### config.mk
export PLATFORM = sky130hd
export DESIGN_NAME = mem_port_arbiter
export DESIGN_NICKNAME = d
export VERILOG_FILES = /design/src/rtl/mem_port_arbiter.sv
export SDC_FILE = /design/constraint.sdc
export NUM_CORES = 1
export LEC_CHECK = 0
export BUFFER_PORTS_ARGS = -buffer_cell sky130_fd_sc_hd__buf_4
export CAP_MARGIN = 10
export CORE_ASPECT_RATIO = 0.5
export CORE_MARGIN = 2
export CORE_UTILIZATION = 30
export DETAILED_ROUTE_END_ITERATION = 8
export PLACE_DENSITY = 0.68
export SLEW_MARGIN = 20
export SYNTH_ARGS = -nofsm -noshare
export SYNTH_HDL_FRONTEND = slang
export SYNTH_SLANG_ARGS = --single-unit
### constraint.sdc
create_clock -name clk -period 2.3 [get_ports clk]
set_input_delay 0.345 -clock clk [delete_from_list [all_inputs] [get_ports clk]]
set_output_delay 0.345 -clock clk [all_outputs]
set_load 0.01 [all_outputs]
### src/rtl/mem_port_arbiter.sv
// mem_port_arbiter: shares one single-ported memory between the RV32I
// instruction-fetch requester and the load/store requester. One transaction
// is outstanding at a time; data accesses have priority, but fetch is granted
// after STARVE_LIMIT consecutive data grants while it waits. A flushed fetch
// response is swallowed instead of being returned.
// Optional feature macro: ARB_PERF_CNT_EN enables the saturating wait-cycle
// counters; without it both counter outputs are tied to zero.
module mem_port_arbiter #(
    parameter int XLEN               = 32,
    parameter int STARVE_LIMIT       = 4,
    parameter int PERF_COUNTER_WIDTH = 32
) (
    input  logic                          clk,
    input  logic                          rst,
    // fetch requester
    input  logic                          i_req,
    input  logic [XLEN-1:0]               i_addr,
    input  logic                          i_flush,
    output logic                          i_gnt,
    output logic                          i_rvalid,
    output logic [XLEN-1:0]               i_rdata,
    // load/store requester
    input  logic                          d_req,
    input  logic                          d_we,
    input  logic [XLEN-1:0]               d_addr,
    input  logic [XLEN-1:0]               d_wdata,
    input  logic [3:0]                    d_be,
    output logic                          d_gnt,
    output logic                          d_rvalid,
    output logic [XLEN-1:0]               d_rdata,
    // downstream memory
    output logic                          mem_req,
    output logic                          mem_we,
    output logic [XLEN-1:0]               mem_addr,
    output logic [XLEN-1:0]               mem_wdata,
    output logic [3:0]                    mem_be,
    input  logic                          mem_ready,
    input  logic                          mem_rvalid,
    input  logic [XLEN-1:0]               mem_rdata,
    // performance counters
    output logic [PERF_COUNTER_WIDTH-1:0] i_wait_cnt,
    output logic [PERF_COUNTER_WIDTH-1:0] d_wait_cnt
);

    typedef enum logic [1:0] {
        IDLE   = 2'd0,
        BUSY_I = 2'd1,
        BUSY_D = 2'd2
    } state_t;

    localparam logic [3:0] STREAK_MAX = 4'(STARVE_LIMIT);

    state_t          state_q;
    state_t          state_d;
    logic [3:0]      streak_q;
    logic [3:0]      streak_d;
    logic            drop_q;
    logic            drop_d;
    logic [XLEN-1:0] i_rdata_q;
    logic [XLEN-1:0] d_rdata_q;

    logic            i_wins;
    logic            d_wins;
    logic            i_resp;
    logic            d_resp;

    // Streak counter increment that never exceeds the starvation limit.
    function automatic logic [3:0] streak_inc(input logic [3:0] val);
        if (val >= STREAK_MAX) begin
            return STREAK_MAX;
        end
        return val + 4'd1;
    endfunction

    // Data wins unless fetch has been passed over STARVE_LIMIT times in a row.
    always_comb begin
        i_wins = i_req && (!d_req || (streak_q == STREAK_MAX));
        d_wins = d_req && !i_wins;
    end

    // Next-state logic, downstream command mux, grants and response steering.
    always_comb begin
        state_d   = state_q;
        mem_req   = 1'b0;
        mem_we    = 1'b0;
        mem_addr  = '0;
        mem_wdata = '0;
        mem_be    = 4'b0000;
        i_gnt     = 1'b0;
        d_gnt     = 1'b0;
        i_resp    = 1'b0;
        d_resp    = 1'b0;
        case (state_q)
            IDLE: begin
                if (i_wins) begin
                    // Fetch always reads a full word.
                    mem_req  = 1'b1;
                    mem_addr = i_addr;
                    mem_be   = 4'b1111;
                    if (mem_ready) begin
                        i_gnt   = 1'b1;
                        state_d = BUSY_I;
                    end
                end else if (d_wins) begin
                    mem_req   = 1'b1;
                    mem_we    = d_we;
                    mem_addr  = d_addr;
                    mem_wdata = d_wdata;
                    mem_be    = d_be;
                    if (mem_ready) begin
                        d_gnt   = 1'b1;
                        state_d = BUSY_D;
                    end
                end
            end
            BUSY_I: begin
                if (mem_rvalid) begin
                    i_resp  = 1'b1;
                    state_d = IDLE;
                end
            end
            BUSY_D: begin
                if (mem_rvalid) begin
                    d_resp  = 1'b1;
                    state_d = IDLE;
                end
            end
            default: begin
                state_d = IDLE;
            end
        endcase
    end

    // Starvation streak: only arbitration (IDLE) cycles move it.
    always_comb begin
        streak_d = streak_q;
        if (state_q == IDLE) begin
            if (!i_req || i_gnt) begin
                streak_d = 4'd0;
            end else if (d_gnt) begin
                streak_d = streak_inc(streak_q);
            end
        end
    end

    // Drop flag: a flush during the fetch (or at its grant) kills its response.
    always_comb begin
        drop_d = drop_q;
        if (i_resp) begin
            drop_d = 1'b0;
        end else if (i_flush && ((state_q == BUSY_I) || i_gnt)) begin
            drop_d = 1'b1;
        end
    end

    // Responses pass straight through; a flush arriving with the response
    // itself also suppresses it.
    always_comb begin
        i_rvalid = i_resp && !drop_q && !i_flush;
        d_rvalid = d_resp;
        i_rdata  = i_rvalid ? mem_rdata : i_rdata_q;
        d_rdata  = d_rvalid ? mem_rdata : d_rdata_q;
    end

    // Control state and the held read-data copies.
    always_ff @(posedge clk) begin
        if (rst) begin
            state_q   <= IDLE;
            streak_q  <= 4'd0;
            drop_q    <= 1'b0;
            i_rdata_q <= '0;
            d_rdata_q <= '0;
        end else begin
            state_q  <= state_d;
            streak_q <= streak_d;
            drop_q   <= drop_d;
            if (i_rvalid) begin
                i_rdata_q <= mem_rdata;
            end
            if (d_rvalid) begin
                d_rdata_q <= mem_rdata;
            end
        end
    end

`ifdef ARB_PERF_CNT_EN
    logic [PERF_COUNTER_WIDTH-1:0] i_wait_q;
    logic [PERF_COUNTER_WIDTH-1:0] d_wait_q;

    // Saturating increment for the wait counters.
    function automatic logic [PERF_COUNTER_WIDTH-1:0] sat_inc(
        input logic [PERF_COUNTER_WIDTH-1:0] val
    );
        if (&val) begin
            return val;
        end
        return val + 1'b1;
    endfunction

    // Count every cycle a requester is asking but not being granted.
    always_ff @(posedge clk) begin
        if (rst) begin
            i_wait_q <= '0;
            d_wait_q <= '0;
        end else begin
            if (i_req && !i_gnt) begin
                i_wait_q <= sat_inc(i_wait_q);
            end
            if (d_req && !d_gnt) begin
                d_wait_q <= sat_inc(d_wait_q);
            end
        end
    end

    assign i_wait_cnt = i_wait_q;
    assign d_wait_cnt = d_wait_q;
`else
    assign i_wait_cnt = '0;
    assign d_wait_cnt = '0;
`endif

`ifndef SYNTHESIS
    // A response with nothing outstanding is a downstream protocol error.
    a_no_idle_rvalid: assert property (@(posedge clk) disable iff (rst)
        !((state_q == IDLE) && mem_rvalid));
`endif

endmodule

After elaboration in Yosys (flattened, before gate mapping). Cells that the tools add are included.

Flip-flop bits (word level): 71. Input bits: 140. Logic and storage cells: 73.

$add $sub $neg: 1. $lt $le $gt $ge: 1. Eq/ne operators: 7. Mux-type cells: 40. Reduce and logical (&&, ||, !) cells: 19.

Operators by type and width (number): 2-to-1 mux 32 bit (8); 2-to-1 mux 4 bit (7); 2-to-1 mux 1 bit (19); 2-to-1 mux 2 bit (5); != test 3 bit (second input constant) (3); logical AND 1 bit (5); zero test 1 bit (5); adder 4 x 1 -> 4 bit (second input constant) (1); equality test 4 x 3 -> 1 bit (second input constant) (1); greater-or-equal comparator 4 x 3 -> 1 bit (second input constant) (1); case mux 2 bit (2 select lines) (1); AND reduction 4 bit (1); OR reduction 2 bit (2); logical OR 1 bit (3); equality test 2 x 1 -> 1 bit (second input constant) (1); equality test 2 bit (second input constant) (1); zero test 2 bit (1); != test 2 x 1 -> 1 bit (second input constant) (1); AND reduction 2 bit (1); nonzero test 2 bit (1).

Depth between registers and ports, before layout. Gate-level depths: netlist of the first run.

Depth in word-level cells: 14. Depth in mapped cells: 7. Gate-level depth less buffers: 5.

Least setup slack after synthesis of the first run. Ideal clock, no wire load.

Path kind: register to output. From: register state_q[1]. To: output port i_rdata[5]. Data arrival time: 1.371 ns. Stages on the path, launching flop included: 7. Slack: 0.584 ns. Required time: 1.955 ns. Cells stage by stage: dfxtp_1 -> inv_1 -> ha_1 -> and4bb_1 -> buf_6 -> buf_12 -> mux2_4.

Longest elaborated chain between the ends: 5.

Ends and longest elaborated chain: start: declaration (RTL line 53) `state_t state_q;`; start signal: assignment (RTL line 174) `state_q <= state_d;`; equality test 2 x 1 -> 1 bit (RTL line 93) `case (state_q)`; 2-to-1 mux 1 bit (RTL line 93); logical AND 1 bit (2 in series) (RTL line 159) `i_rvalid = i_resp && !drop_q && !i_flush;`; via i_rvalid (RTL line 20) `output logic i_rvalid,`; 2-to-1 mux 32 bit; end: declaration (RTL line 21) `output logic [XLEN-1:0] i_rdata,`.

The timed path passes the listed nets, and every way through them passes these cells.

Final worst setup path of the first run.
From: register state_q[1]. To: output port i_rdata[19].

Longest elaborated chain between the ends: 5.

Ends and longest elaborated chain (RTL line): equality test 2 x 1 -> 1 bit (93); 2-to-1 mux 1 bit (93); logical AND 1 bit (2 in series) (159); 2-to-1 mux 32 bit.

Every way passes these cells.

==> metrics.txt, run 1 <==
drt wl/cell roughly 17 µm; die area 15100 µm²; critical path startpoint category flop; GRT Max-Usage Layer met2; Diodes inserted 0; Via density approximately 4.2; die width 172 µm; fin crit period 2.26 ns; count of input and output buffers ~280; VDD IR max 349 µV; class of the tightest hold or removal check input pin to flop; share of flip-flops with an asynchronous set or reset after synthesis 0; Initial Utilization 0.309; clock tree from TritonCTS done; met2 routing resource usage after global routing 0.285; most used flip-flop cell after synthesis sky130_fd_sc_hd__dfxtp_1; vias after detailed routing 3798; fraction of layout cells with a size suffix above 1 0.560; Routed Antenna Nets 0; most used cells in the layout excluding fill and tap cells 274 x sky130_fd_sc_hd__buf_4, 95 x sky130_fd_sc_hd__and2_1, 67 x sky130_fd_sc_hd__dfxtp_1; Detailed Routing Iterations Pass 1 4; Period Utilization, post-route 0.982; CP endpoint kind output port; hold violation count in the final report 0; average cell area after synthesis approximately 10 µm²; met3 Use GR 0.0352; number of design rule violations left after detail routing 0; net switching share of the total power 0.267; post-placement worst setup slack around 0.25 ns; Setup TNS Final 0 ns; post-layout power 4.09 mW; Post-synth EDFFs 0; Req. time, crit path 1.96 ns; number of inserted filler cells in the final layout 1300; Core Area 13700 µm²; power per standard cell area 597 nW/µm²; number of design-rule violations left by the first detailed-router iteration 153; GRT Total Usage 0.178; Total Wirelength 15500 µm; Netlist Area Pre-Place 4230 µm²; maximum root-to-sink buffer count 2; estimated wirelength of the detail-placed design roughly 12000 µm; fin area 6860 µm²; most common library cell in the layout ignoring fill and taps sky130_fd_sc_hd__buf_4; Ys Warns 0; multi-input gate area in the final layout 2410 µm²; cts bufs inserted 9; Slew @ Worst Pin about 0.50 ns; routability congestion estimate 0.765; clock input transition at the sequential cells of the worst setup and hold paths 0.06 ns; critical path peak fanout 6; clock latency of the later-clocked register in the worst-skew pair 0.32 ns; worst hold margin 0.244 ns; Remaining Overflow, GRT 0; row cnt 30; count of state elements after synthesis 71; die height 87.9 µm; IO Count 342; Syn Inst Count around 420; Slew Viols, Final 0; total internal power between 3 and 4 mW; Sequential Power Share 0.314; Slew HR 0.663; initial antenna violation count 1; CTS Root Buffer Type sky130_fd_sc_hd__clkbuf_16; Post-layout nets approximately 840; area growth from synthesis to layout 62.3%; leakage power summed over all cells 3.52 nW; Sequential cell area 1430 µm²; data arrival time at the worst-slack endpoint roughly 1.9 ns; status finished, final reports clean; switching power between 1 and 1.5 mW; number of sinks handled by clock tree synthesis 71; global routing usage on met1 0.252; Final WS setup between 0.04 and 0.05 ns; Comb power frac 0.303; number of distinct standard cells referenced by the synthesized netlist 38; Setup Viol. Count Final 0; wire length of the first global-routing pass between 20000 and 25000 µm; sequential share of the synthesized area 0.336; area of placed instances between 6000 and 7000 µm²; part of the power in the clock network 0.383; # H-tree levels 3; path type of the worst setup path flop to output port; maximum number of pins on one net before global-route repair slightly above 50; Setup Skew 0.00639 ns; number of violations of the max-capacitance limit 0; highest clock rate 443 MHz; vias in the first global route 3421
power by group through the flow:
stage               Combinational [mW]  Sequential, mW  Clock (mW)
floorplan                        0.636            1.30           0
global placement                  1.16            1.31           0
detailed placement                1.17            1.31           0
CTS                               1.19            1.28        1.61
global route                      1.32            1.29        1.67
finish                            1.24            1.29        1.57
routing by layer:
layer | wire length [µm] | share of wire
met2 | 7390 | 0.48
met1 | 6920 | 0.45
met4 | 75 | 0.0049
met5 | 0 | 0
met3 | 1070 | 0.069
layout make-up:
cell class                      instances  share of cell area
Tap cell                              192              0.0350
Clock inverter                          5              0.0155
Clock buffer                           11              0.0339
Sequential cell                        71               0.208
Timing Repair Buffer                  296               0.351
Multi-Input combinational cell        310               0.351
Inverter                                9             0.00529
critical path, stage by stage, from the launching register on:
cell and delay (ns):
sky130_fd_sc_hd__dfxtp_4 0.36, sky130_fd_sc_hd__inv_4 0.06, sky130_fd_sc_hd__ha_4 0.13, sky130_fd_sc_hd__and4bb_4 0.39
sky130_fd_sc_hd__clkbuf_16 0.21, sky130_fd_sc_hd__mux2_4 0.31, sky130_fd_sc_hd__buf_6 0.12
Yosys cell counts (6+ instances only):
cell type,count,area share
sky130_fd_sc_hd__and2_1,95,0.14
sky130_fd_sc_hd__dfxtp_1,71,0.34
sky130_fd_sc_hd__buf_4,64,0.11
sky130_fd_sc_hd__mux2_2,35,0.093
sky130_fd_sc_hd__a22o_1,32,0.066
sky130_fd_sc_hd__mux2_4,29,0.10
sky130_fd_sc_hd__clkbuf_1,9,0.0080
sky130_fd_sc_hd__buf_2,8,0.0095
sky130_fd_sc_hd__inv_1,8,0.0071
sky130_fd_sc_hd__nand2_1,7,0.0062
sky130_fd_sc_hd__a21oi_1,6,0.0071
flip-flops by register name, indices dropped and copies added (netlist names):
register,count
d_rdata_q,32
i_rdata_q,32
streak_q,4
state_q,2
drop_q,1
timing repair:
item,CTS,global route
endpoints found under the hold margin,0,0
gates cloned,0,3
pin swaps,2,5
setup buffers,3,5
hold buffers,0,0
endpoints found under the setup margin,62,58
resized for setup,3,31
through the flow:
| stage | std cells | util |
|---|---|---|
| finish | 894 | 0.502 |
| global route | 894 | 0.502 |
| CTS | 886 | 0.486 |
| detailed placement | 867 | 0.457 |
| global placement | 867 | 0.457 |
| floorplan | 479 | - |
worst paths after layout:
kind,from,endpoint,slack (ns),depth (start not counted)
worst max-delay path,state_q[1],i_rdata[19],0.04,6
worst min-delay path,rst,streak_q[1],0.24,2
worst max register to register,state_q[1],i_rdata_q[19],0.57,6
worst min register to register,streak_q[0],streak_q[0],0.50,2
cell families (layout without fill, tap and decap cells):
logic type | Yosys count | count (layout) | synth area share
adder cells (fa/ha/maj) | 5 | 5 | 0.0148
AO/OA/AOI/OAI | 54 | 54 | 0.103
multiplexers | 64 | 64 | 0.196
buffers and inverters | 98 | 321 | 0.167
flip-flops | 71 | 71 | 0.336
other | 1 | 64 | 0.000887
AND/OR/NAND/NOR | 123 | 123 | 0.182
No activity file was read; power rests on OpenSTA's default activity.
==> run 2: changes to the inputs <==
- clock period: 2.3 -> 2.9 ns (I/O delays scaled with it)
==> run 2 against run 1 <==
Compared with the run above: utilization decreased by 2.6 points; register-to-register slack improved by 0.51 ns; design area decreased by 5.2%; count of clock-buffer cells in the layout increased by 1; cell count decreased by 1.6%; clock skew about the same; first-iteration DRC count increased by 28%; critical endpoint is now mem_wdata[3]; wire length decreased by 5.1%; largest power group unchanged; sequential cell count unchanged; sequential share of layout area increased by 1.0 points.
==> metrics.txt, run 2 (synthesis gave the netlist of run 1 again) <==
area growth from synthesis to layout 53.9%; number of inserted filler cells in the final layout 1318; path type of the worst setup path flop to output port; power per standard cell area 490 nW/µm²; vias in the first global route 3440; Initial Utilization 0.309; leakage power summed over all cells 3.38 nW; number of violations of the max-capacitance limit 0; IO Count 342; initial antenna violation count 0; Reg2Reg Launch Point state_q[1]; Total Wirelength 14700 µm; highest clock rate 394 MHz; Routed Antenna Nets 0; worst hold path depth 2; cts bufs inserted 9; data arrival time at the worst-slack endpoint 2.11 ns; Remaining Overflow, GRT 0; clock tree from TritonCTS done; most common library cell in the layout ignoring fill and taps sky130_fd_sc_hd__buf_4; VDD IR max between 300 and 400 µV; row cnt 30; number of buffers added to fix hold violations after cts 0; # H-tree levels 3; worst setup slack for register-to-register paths ~1.1 ns; Slew @ Worst Pin 0.597 ns; clock latency of the later-clocked register in the worst-skew pair about 0.32 ns; most used cells in the layout excluding fill and tap cells 283 x sky130_fd_sc_hd__buf_4, 95 x sky130_fd_sc_hd__and2_1, 71 x sky130_fd_sc_hd__dfxtp_1; CP endpoint kind output port; wire length of the first global-routing pass 20100 µm; Diodes inserted 0; number of design rule violations left after detail routing 0; estimated wirelength of the detail-placed design 11700 µm; launch point of the worst path streak_q[0]; Core Area 13700 µm²; fin crit period between 2 and 3 ns; Post CTS Setup Buffer Count 0; maximum root-to-sink buffer count 2; number of sinks handled by clock tree synthesis between 70 and 80; fraction of layout cells with a size suffix above 1 0.536; Setup Skew 0.00607 ns; fin area 6500 µm²; critical path peak fanout 65; Worst Min Path Start rst; Setup Viol. Count Final 0; WHS Endpoint streak_q[1]; GRT Total Usage 0.176; class of the tightest hold or removal check input pin to flop; Detailed Routing Iterations Pass 1 4; setup repair after global routing missed its margin false; routability congestion estimate 0.814; Slew Viols, Final 0; Sequential cell area ~1400 µm²; clock input transition at the sequential cells of the worst setup and hold paths 0.05 ns; largest registers d_rdata_q: 32 flops, i_rdata_q: 32 flops, streak_q: 4 flops; multi-input gate area in the final layout 2340 µm²; Setup TNS Final 0 ns; Post-CTS Resized 0; depth of the most critical reg-to-reg path 6; number of design-rule violations left by the first detailed-router iteration about 200; hold violation count in the final report 0; Req. time, crit path 2.47 ns; vias after detailed routing 3740; Via density 4.25; maximum number of pins on one net before global-route repair 69; CTS Root Buffer Type sky130_fd_sc_hd__clkbuf_16; drt wl/cell 16.7 µm; die area 15100 µm²; die height 87.9 µm; endpoint of the lowest-slack register-to-register path i_rdata_q[31]; Slew HR 0.602; status finished, final reports clean; Period Utilization, post-route 0.876; area of placed instances roughly 6000 µm²; count of input and output buffers 277; Post-layout nets 829; die width 172 µm; critical path startpoint category flop
## run 2: through the flow
| stage | power (mW) | hold WS, ns | util | setup WS, ns | instances |
|---|---|---|---|---|---|
| floorplan | 1.54 | 0.456 | - | 1.09 | 479 |
| global placement | 1.93 | 0.475 | 0.451 | 0.756 | 865 |
| detailed placement | 1.93 | 0.481 | 0.451 | 0.714 | 865 |
| CTS | 3.22 | 0.323 | 0.476 | 0.352 | 880 |
| global route | 3.33 | 0.319 | 0.476 | 0.213 | 880 |
| finish | 3.19 | 0.339 | 0.476 | 0.359 | 880 |
## run 2: worst max-delay path: stages (launching register included)
cell	delay [ns]
sky130_fd_sc_hd__dfxtp_1	0.34
sky130_fd_sc_hd__inv_1	0.07
sky130_fd_sc_hd__ha_1	0.23
sky130_fd_sc_hd__nand4b_2	0.12
sky130_fd_sc_hd__and3_4	0.58
sky130_fd_sc_hd__and2_1	0.29
sky130_fd_sc_hd__buf_4	0.15
## run 2: cell type report
class | instances | area share
Multi-Input combinational cell | 310 | 0.359
Timing Repair Buffer | 283 | 0.327
Clock buffer | 12 | 0.0394
Inverter | 9 | 0.00519
Clock inverter | 3 | 0.0138
Sequential cell | 71 | 0.219
Tap cell | 192 | 0.0369
## run 2: worst max-delay path by stage
stage	depth (start not counted)	slack (ns)	end
after detailed placement	6	0.71	mem_addr[12]
after global placement	5	0.76	i_rdata[16]
after floorplan	6	1.09	i_rdata[5]
final	6	0.36	mem_wdata[3]
after CTS	6	0.35	mem_addr[12]
after global routing	6	0.21	mem_addr[12]
## run 2: report_power, final
| part | leakage, nW | switching [mW] | total (mW) | internal (mW) |
|---|---|---|---|---|
| Sequential | 0.574 | 0.00933 | 1.02 | 1.01 |
| Combinational | 2.64 | 0.428 | 0.899 | 0.470 |
| Clock | 0.169 | 0.392 | 1.27 | 0.883 |
| Total | 3.38 | 0.830 | 3.19 | 2.36 |
## run 2: per-layer routing
metal	vias to the layer above	part of all wire	global-route usage
li1	1809	-	-
met1	1788	0.46	0.251
met2	131	0.47	0.278
met3	12	0.065	0.0380
met4	0	0.0078	0.0306
met5	-	0	0
==> run 3: changes to the inputs <==
- BUFFER_PORTS_ARGS: -buffer_cell sky130_fd_sc_hd__buf_4 -> not set
- CTS_CLUSTER_SIZE: not set -> 10
- DONT_BUFFER_PORTS: not set -> 1
- PLACE_DENSITY: 0.68 -> 0.48
==> run 3 against run 2 <==
Compared with the run above: via count down 25%; critical endpoint is now mem_wdata[19]; sequential share of layout area up 10 points; utilization down 15 points; critical path depth down 1; count of clock-buffer cells in the layout unchanged; global-route usage down 0.67 points; die area unchanged; fmax down 0.51%; largest cell class unchanged; worst hold slack worse by 0.17 ns.
==> metrics.txt, run 3 (synthesis gave the netlist of run 1 again) <==
status finished, final reports clean; vias in the first global route 2436; Period Utilization, post-route 0.881; number of design-rule violations left by the first detailed-router iteration 220; number of buffers added to fix hold violations after cts 0; clock latency of the later-clocked register in the worst-skew pair roughly 0.33 ns; setup repair after global routing missed its margin false; fin area between 4000 and 5000 µm²; area growth from synthesis to layout 4.97%; post-placement worst setup slack around 0.70 ns; Setup Skew 0.00622 ns; initial antenna violation count 18; IO Count 342; Core Area 13700 µm²; GRT Total Usage 0.170; highest clock rate 392 MHz; clock input transition at the sequential cells of the worst setup and hold paths ~0.050 ns; drt wl/cell around 23 µm; clock tree from TritonCTS done; Post CTS Setup Buffer Count 0; highest cell delay on the worst timing path 0.59 ns; Total Wirelength roughly 14000 µm; VDD IR max 286 µV; cts bufs inserted 9; cell with the largest stage delay on the worst path sky130_fd_sc_hd__and3_4; count of input and output buffers 0; Critical path destination mem_wdata[19]; critical path startpoint category flop; wire length of the first global-routing pass 17800 µm; Setup TNS Final 0 ns; Slew Viols, Final 0; die area 15100 µm²; area of placed instances 4100 µm²; maximum root-to-sink buffer count 2; die height 87.9 µm; die width 172 µm; number of design rule violations left after detail routing 0; launch point of the worst path streak_q[0]; Post-layout nets 553; fin crit period 2.55 ns; Detailed Routing Iterations Pass 1 4; Critical Path Stages 5; number of violations of the max-capacitance limit 0; maximum number of pins on one net before global-route repair 66; CP endpoint kind output port; estimated wirelength of the detail-placed design roughly 11000 µm; Via density 4.55; path type of the worst setup path flop to output port; row cnt 30; Reg2Reg Launch Point state_q[1]; class of the tightest hold or removal check input pin to flop; Final WS setup 0.346 ns; vias after detailed routing 2821; number of inserted filler cells in the final layout 1407; worst hold path depth 1; largest registers d_rdata_q: 32 flops, i_rdata_q: 32 flops, streak_q: 4 flops; fraction of layout cells with a size suffix above 1 0.226; critical path buffer and inverter count 1; data arrival time at the worst-slack endpoint 2.12 ns; endpoint of the lowest-slack register-to-register path i_rdata_q[15]; routability congestion estimate roughly 0.76; cell type group with the largest total delay on the critical path simple AND/OR/NAND/NOR gates; Post-CTS Resized 0; number of sinks handled by clock tree synthesis 71; Slew HR 0.556; most common library cell in the layout ignoring fill and taps sky130_fd_sc_hd__and2_1; depth of the most critical reg-to-reg path 6; Remaining Overflow, GRT 0; most used cells in the layout excluding fill and tap cells 95 x sky130_fd_sc_hd__and2_1, 71 x sky130_fd_sc_hd__dfxtp_1, 64 x sky130_fd_sc_hd__conb_1; worst setup slack for register-to-register paths 0.88 ns; post-layout power 2.63 mW; Setup Viol. Count Final 0; Slew @ Worst Pin 0.662 ns; hold violation count in the final report 0; # H-tree levels 3; Routed Antenna Nets 0; CTS Root Buffer Type sky130_fd_sc_hd__clkbuf_16; power per standard cell area 593 nW/µm²; leakage power summed over all cells 1.97 nW; Req. time, crit path 2.47 ns; critical path peak fanout 65; Initial Utilization 0.309; cell breakdown of the critical path inv_1 -> ha_1 -> nand4b_2 -> and3_4 -> and2_1
run 3: worst min-delay path by stage:
stage	startpoint	end	slack, ns
final	rst	streak_q[0]	0.17
after global routing	rst	streak_q[0]	0.15
after CTS	rst	streak_q[0]	0.16
after detailed placement	streak_q[3]	streak_q[3]	0.48
after global placement	streak_q[0]	streak_q[0]	0.48
after floorplan	streak_q[3]	streak_q[3]	0.46
run 3: cell type report:
class                           instances  area [µm²]  area share
Multi-Input combinational cell        310        2340       0.527
Sequential cell                        71        1420       0.320
Clock buffer                           12         256      0.0578
Tap cell                              192         240      0.0541
Timing Repair Buffer                    7        65.1      0.0147
Clock inverter                          3        42.5     0.00959
Antenna cell                           16        40.0     0.00902
Inverter                                9        33.8     0.00761
run 3: report_power, final:
part           internal [mW]  total [mW]  switching (mW)
Combinational          0.173       0.504           0.331
Clock                  0.707        1.11           0.403
Sequential              1.01        1.02         0.00944
run 3: metrics by stage:
stage | hold WS, ns | util | std cells
after floorplan | 0.456 | - | 479
after global placement | 0.480 | 0.300 | 589
after detailed placement | 0.477 | 0.300 | 589
after CTS | 0.155 | 0.322 | 604
after global routing | 0.154 | 0.323 | 608
final | 0.172 | 0.325 | 620
run 3: per-layer routing:
metal,track usage,up-vias,routed length (µm)
met3,0.127,21,2200
met4,0.0390,14,96
met2,0.241,174,6030
met5,0,-,92
li1,-,1280,-
met1,0.204,1332,5600
